`config.mk`:
```
export PLATFORM = sky130hd
export DESIGN_NAME = alu_arbiter
export DESIGN_NICKNAME = d
export VERILOG_FILES = /design/src/rtl/alu_arbiter.sv
export SDC_FILE = /design/constraint.sdc
export NUM_CORES = 1
export LEC_CHECK = 0
export ABC_AREA = 1
export CAP_MARGIN = 20
export CORE_UTILIZATION = 35
export CTS_CLUSTER_DIAMETER = 30
export DETAILED_ROUTE_END_ITERATION = 8
export PLACE_DENSITY = 0.74
export SLEW_MARGIN = 10
export SYNTH_ARGS = -nofsm -noshare
export SYNTH_HDL_FRONTEND = slang
export SYNTH_SLANG_ARGS = --single-unit
export TNS_END_PERCENT = 20
```
`constraint.sdc`:
```
create_clock -name clk -period 1.4 [get_ports clk]
set_input_delay 0.21 -clock clk [delete_from_list [all_inputs] [get_ports clk]]
set_output_delay 0.21 -clock clk [all_outputs]
set_load 0.03 [all_outputs]
```
`src/rtl/alu_arbiter.sv`:
```
// Round-robin arbiter that shares one combinational ALU between two requesters.
// Operands are registered toward the ALU; the result and status are captured and returned on a per-port response handshake.
module alu_arbiter #(
  parameter int WIDTH  = 32,
  parameter int CTRL_W = 4,
  parameter int STAT_W = 8,
  parameter int CNT_W  = 16
) (
  input  logic              clk,
  input  logic              rst_n,
  input  logic              req0_valid,
  output logic              req0_ready,
  input  logic [CTRL_W-1:0] req0_control,
  input  logic [WIDTH-1:0]  req0_op1,
  input  logic [WIDTH-1:0]  req0_op2,
  input  logic              req1_valid,
  output logic              req1_ready,
  input  logic [CTRL_W-1:0] req1_control,
  input  logic [WIDTH-1:0]  req1_op1,
  input  logic [WIDTH-1:0]  req1_op2,
  output logic              rsp0_valid,
  input  logic              rsp0_ready,
  output logic              rsp1_valid,
  input  logic              rsp1_ready,
  output logic [WIDTH-1:0]  rsp_result,
  output logic [STAT_W-1:0] rsp_status,
  output logic [CTRL_W-1:0] alu_control,
  output logic [WIDTH-1:0]  alu_operand_1,
  output logic [WIDTH-1:0]  alu_operand_2,
  input  logic [WIDTH-1:0]  alu_result,
  input  logic [STAT_W-1:0] alu_status,
  output logic              busy,
  output logic [CNT_W-1:0]  done_count
);

  localparam logic [1:0] ST_IDLE = 2'b00;
  localparam logic [1:0] ST_EXEC = 2'b01;
  localparam logic [1:0] ST_RESP = 2'b10;

  logic [1:0] state_r;
  logic [1:0] state_nxt_s;
  logic       last_grant_r;
  logic       owner_r;
  logic       grant_s;
  logic       accept_s;
  logic       owner_ready_s;
  logic       rsp_hs_s;
  logic       rsp0_valid_r;
  logic       rsp1_valid_r;
  logic       busy_r;

  // Grant selection: a single requester wins outright, a tie goes to the port not served last.
  always_comb begin
    grant_s = 1'b0;
    if (req0_valid && req1_valid) begin
      grant_s = ~last_grant_r;
    end else if (req1_valid) begin
      grant_s = 1'b1;
    end else begin
      grant_s = 1'b0;
    end
  end

  assign accept_s      = (state_r == ST_IDLE) && (req0_valid || req1_valid);
  assign owner_ready_s = owner_r ? rsp1_ready : rsp0_ready;
  assign rsp_hs_s      = (state_r == ST_RESP) && owner_ready_s;

  // Ready is forced low while reset is asserted so no acceptance is signalled from a held-reset IDLE.
  assign req0_ready = rst_n && accept_s && (grant_s == 1'b0);
  assign req1_ready = rst_n && accept_s && (grant_s == 1'b1);

  // Next-state decode for IDLE -> EXEC -> RESP.
  always_comb begin
    state_nxt_s = state_r;
    case (state_r)
      ST_IDLE: begin
        if (accept_s) begin
          state_nxt_s = ST_EXEC;
        end else begin
          state_nxt_s = ST_IDLE;
        end
      end
      ST_EXEC: state_nxt_s = ST_RESP;
      ST_RESP: begin
        if (rsp_hs_s) begin
          state_nxt_s = ST_IDLE;
        end else begin
          state_nxt_s = ST_RESP;
        end
      end
      default: state_nxt_s = ST_IDLE;
    endcase
  end

  // State, owner and round-robin history; last_grant resets to 1 so port 0 wins the first tie.
  always_ff @(posedge clk or negedge rst_n) begin
    if (!rst_n) begin
      state_r      <= ST_IDLE;
      owner_r      <= 1'b0;
      last_grant_r <= 1'b1;
    end else begin
      state_r <= state_nxt_s;
      if (accept_s) begin
        owner_r <= grant_s;
      end
      if (rsp_hs_s) begin
        last_grant_r <= owner_r;
      end
    end
  end

  // Operand registers toward the ALU, loaded only on acceptance.
  always_ff @(posedge clk or negedge rst_n) begin
    if (!rst_n) begin
      alu_control   <= {CTRL_W{1'b0}};
      alu_operand_1 <= {WIDTH{1'b0}};
      alu_operand_2 <= {WIDTH{1'b0}};
    end else if (accept_s) begin
      if (grant_s) begin
        alu_control   <= req1_control;
        alu_operand_1 <= req1_op1;
        alu_operand_2 <= req1_op2;
      end else begin
        alu_control   <= req0_control;
        alu_operand_1 <= req0_op1;
        alu_operand_2 <= req0_op2;
      end
    end
  end

  // Capture the settled ALU outputs at the end of the EXEC cycle.
  always_ff @(posedge clk or negedge rst_n) begin
    if (!rst_n) begin
      rsp_result <= {WIDTH{1'b0}};
      rsp_status <= {STAT_W{1'b0}};
    end else if (state_r == ST_EXEC) begin
      rsp_result <= alu_result;
      rsp_status <= alu_status;
    end
  end

  // Registered response valids and busy flag, tracking the FSM transitions.
  always_ff @(posedge clk or negedge rst_n) begin
    if (!rst_n) begin
      rsp0_valid_r <= 1'b0;
      rsp1_valid_r <= 1'b0;
      busy_r       <= 1'b0;
    end else begin
      if (state_r == ST_EXEC) begin
        rsp0_valid_r <= ~owner_r;
        rsp1_valid_r <= owner_r;
      end else if (rsp_hs_s) begin
        rsp0_valid_r <= 1'b0;
        rsp1_valid_r <= 1'b0;
      end
      if (accept_s) begin
        busy_r <= 1'b1;
      end else if (rsp_hs_s) begin
        busy_r <= 1'b0;
      end
    end
  end

  // Completed-handshake counter, wrapping naturally at its width.
  always_ff @(posedge clk or negedge rst_n) begin
    if (!rst_n) begin
      done_count <= {CNT_W{1'b0}};
    end else if (rsp_hs_s) begin
      done_count <= done_count + {{(CNT_W-1){1'b0}}, 1'b1};
    end
  end

  assign rsp0_valid = rsp0_valid_r;
  assign rsp1_valid = rsp1_valid_r;
  assign busy       = busy_r;

endmodule

```
==> qor.yml <==
vias_per_cell: 4.78
rsz0062_at_grt: "yes"
fmax_mhz: 578
power_density_nw_per_um2: 2340
slew_headroom: 0.539
layout_min_cycle_time_ns: 1.73
cts_tree: "built"
core_area_um2: 15800
ys_seq_elements: 131
synth_cell_types: 24
gp_congestion: 0.822
dieHeight_um: 129
syn-num-nets: 780
cts_buffers: 17
ys_seq_area_frac: 0.580
fin_area_um2: 10100
finalMaxSlewViolations: 0
min_path_type: "input port to register"
area_delta_synth_final_pct: 78.4
critical-path-top-delay-family: "simple AND/OR/NAND/NOR gates"
startpoint_type: "register"
crit_path_cell_trace: "or2_4 -> nor2_8 -> nand2_2 -> nor2_2 -> buf_6"
arrival_ns: 1.52
io_pins: 311
crit_buf_inv: 1
final_core_util: 0.638
clock_sinks: 131
end_kind: "primary output"
ant_nets: 0
syn_avg_cell_area_um2: 9.48
async_flop_share: 1.00
synthesis.area_um2: 5660
cap_violations: 0
grt_max_degree: 132
routed_wl_um: 19600
drcViolationCount: 0
dpl-instance-area_um2: 9220
hold_violations: 0
cp_slowest_cell: "dfrtp_1"
tightest_slew_ns: 0.691
dieArea_um2: 16700
synth_cells: 597
grt_pass1_wl_um: 28100
htree_levels: 4
worst_clock_skew_ns: 0.0105
crit_required_ns: 1.19
drtPass1Iterations: 4
violations: "setup timing"
die_x_um: 129
fin_crit_sh: 1.24
grt_usage: 0.221
num_vias: 5597
clk_transition_reported_paths_ns: 0.06
fin_setup_tns_ns: -10.43
wl_per_cell_um: 16.7
dp_hpwl_um: 13000
power_mw: 23.7
drt_iter0_drc: 210
num_rows: 46
fillers: 1326
power.leakage_nw: 4.54
nets: 1124
root_buffer: "clkbuf_16"
critPathMaxStageDelay_ns: 0.38
critPathMaxFanout: 4
antenna_found_initial: 1
ys.flop_type: "dfrtp_1"
drive_gt1_frac: 0.211
post-place-ws_ns: -0.363
grt_pass1_vias: 5416
start_util: 0.357
irDropWorstVdd_uv: 1160
layout_setup_ws_ns: -0.332
synth_warnings: 0
grt_overflow: 0
status: "finished, violations left"
port_buffers: 310
setup_viol: 71
clock_latency_ns: 0.42
diodes: 0
clk_path_buf_depth: 2
worstSetupPathType: "register to primary output"
synth-edff-count: 0
-- cells by family after synthesis --
group / after synthesis / synth area share
compound gates: 140 / 0.124
fa+ha+maj: 1 / 0.00221
flops: 131 / 0.580
simple gates: 221 / 0.158
xor+xnor: 9 / 0.0139
buf+inv: 55 / 0.0427
mux: 40 / 0.0796
-- worst paths after layout --
path / depth (start not counted) / slack [ns] / to / start
max in group asynchronous: 3 / 0.38 / done_count[1]$_DFFE_PN0P_ / rst_n
max reg2reg: 8 / -0.21 / alu_operand_2[18]$_DFFE_PN0P_ / state_r[1]$_DFF_PN0_
max: 5 / -0.33 / req1_ready / state_r[1]$_DFF_PN0_
min: 3 / 0.39 / alu_operand_1[22]$_DFFE_PN0P_ / req1_op1[22]
min in group asynchronous: 3 / 0.53 / done_count[7]$_DFFE_PN0P_ / rst_n
min reg2reg: 2 / 0.48 / busy$_DFFE_PN0P_ / busy$_DFFE_PN0P_
-- what timing repair did --
item	CTS	global route
setup buffers	3	7
gates cloned	0	12
pin swaps	2	20
resized for setup	212	148
endpoints found under the setup margin	149	210
endpoints found under the hold margin	130	0
hold buffers	1	0
-- worst register-to-register path, cell delays in order (launching register included) --
cell and delay, ns:
dfrtp_1 0.38, or2_4 0.28, nor2_8 0.14, buf_4 0.13, buf_6 0.10, buf_12 0.14
clkbuf_16 0.16, o21ai_0 0.07, o21ai_1 0.14
-- per-stage QoR --
step | hold WS (ns) | std cells
2_1_floorplan | -0.0856 | 597
3_3_place_gp | 0.380 | 1117
3_5_place_dp | 0.383 | 1117
4_1_cts | 0.376 | 1153
5_1_grt | 0.397 | 1170
6_report | 0.387 | 1170
-- layout by cell type (no fill, tap or decap), drive strengths merged --
cell type        n
clkdlybuf4s15   71
bufinv           5
clkdlybuf4s50  180
nor3             1
clkinv           3
clkbuf          68
dlygate4sd2     10
inv             25
xor2             8
dlygate4sd3      1
o21ai          140
buf             47
or2              1
nand3           11
dfrtp          130
mux2            40
ha               1
dfstp            1
nand2          118
clkinvlp         2
nand3b           1
nor2            86
xnor2            1
nand4            3
-- power breakdown --
group	switching, mW	internal (mW)
sequential	1.02	5.57
clock	1.71	3.26
combinational	7.07	5.02
-- per-layer routing --
layer,vias up,share of wire,GRT usage
met1,2670,0.37,0.242
li1,2667,-,-
met2,232,0.51,0.384
met3,26,0.10,0.0966
met4,2,0.015,0.0734
met5,-,0.00056,0
-- state kept, by name, indices dropped and copies added (netlist names) --
name and flops:
rsp0_valid 1, state_r 2, rsp_status 8, rsp1_valid 1
rsp_result 32, done_count 16, alu_operand_2 32, alu_operand_1 32
last_grant_r 1, owner_r 1, busy 1, alu_control 4
-- cells in the mapped netlist, types with 2 or more instances --
cell	number	area, µm²
dfrtp_1	130	3250
nand2_1	115	432
nor2_1	83	312
o21ai_0	81	405
o21ai_1	59	295
mux2_2	40	450
inv_1	20	75.1
buf_2	19	95.1
clkbuf_1	11	41.3
nand3_1	11	55.1
xor2_1	8	70.1
buf_4	3	22.5
nand2_2	3	18.8
nand4_1	3	18.8
inv_2	2	7.51
-- final cells by class --
type                            instances  area (µm²)  area share
Tap cell                              216         270      0.0268
Sequential cell                       131        3280       0.325
Clock inverter                         12         201      0.0200
Multi-Input combinational cell        411        2190       0.217
Timing Repair Buffer                  357        3590       0.355
Timing Repair inverter                  1        6.26    0.000620
Clock buffer                           20         457      0.0452
Inverter                               22        97.6     0.00967
Note: power is estimated with default switching activity, not from simulation.
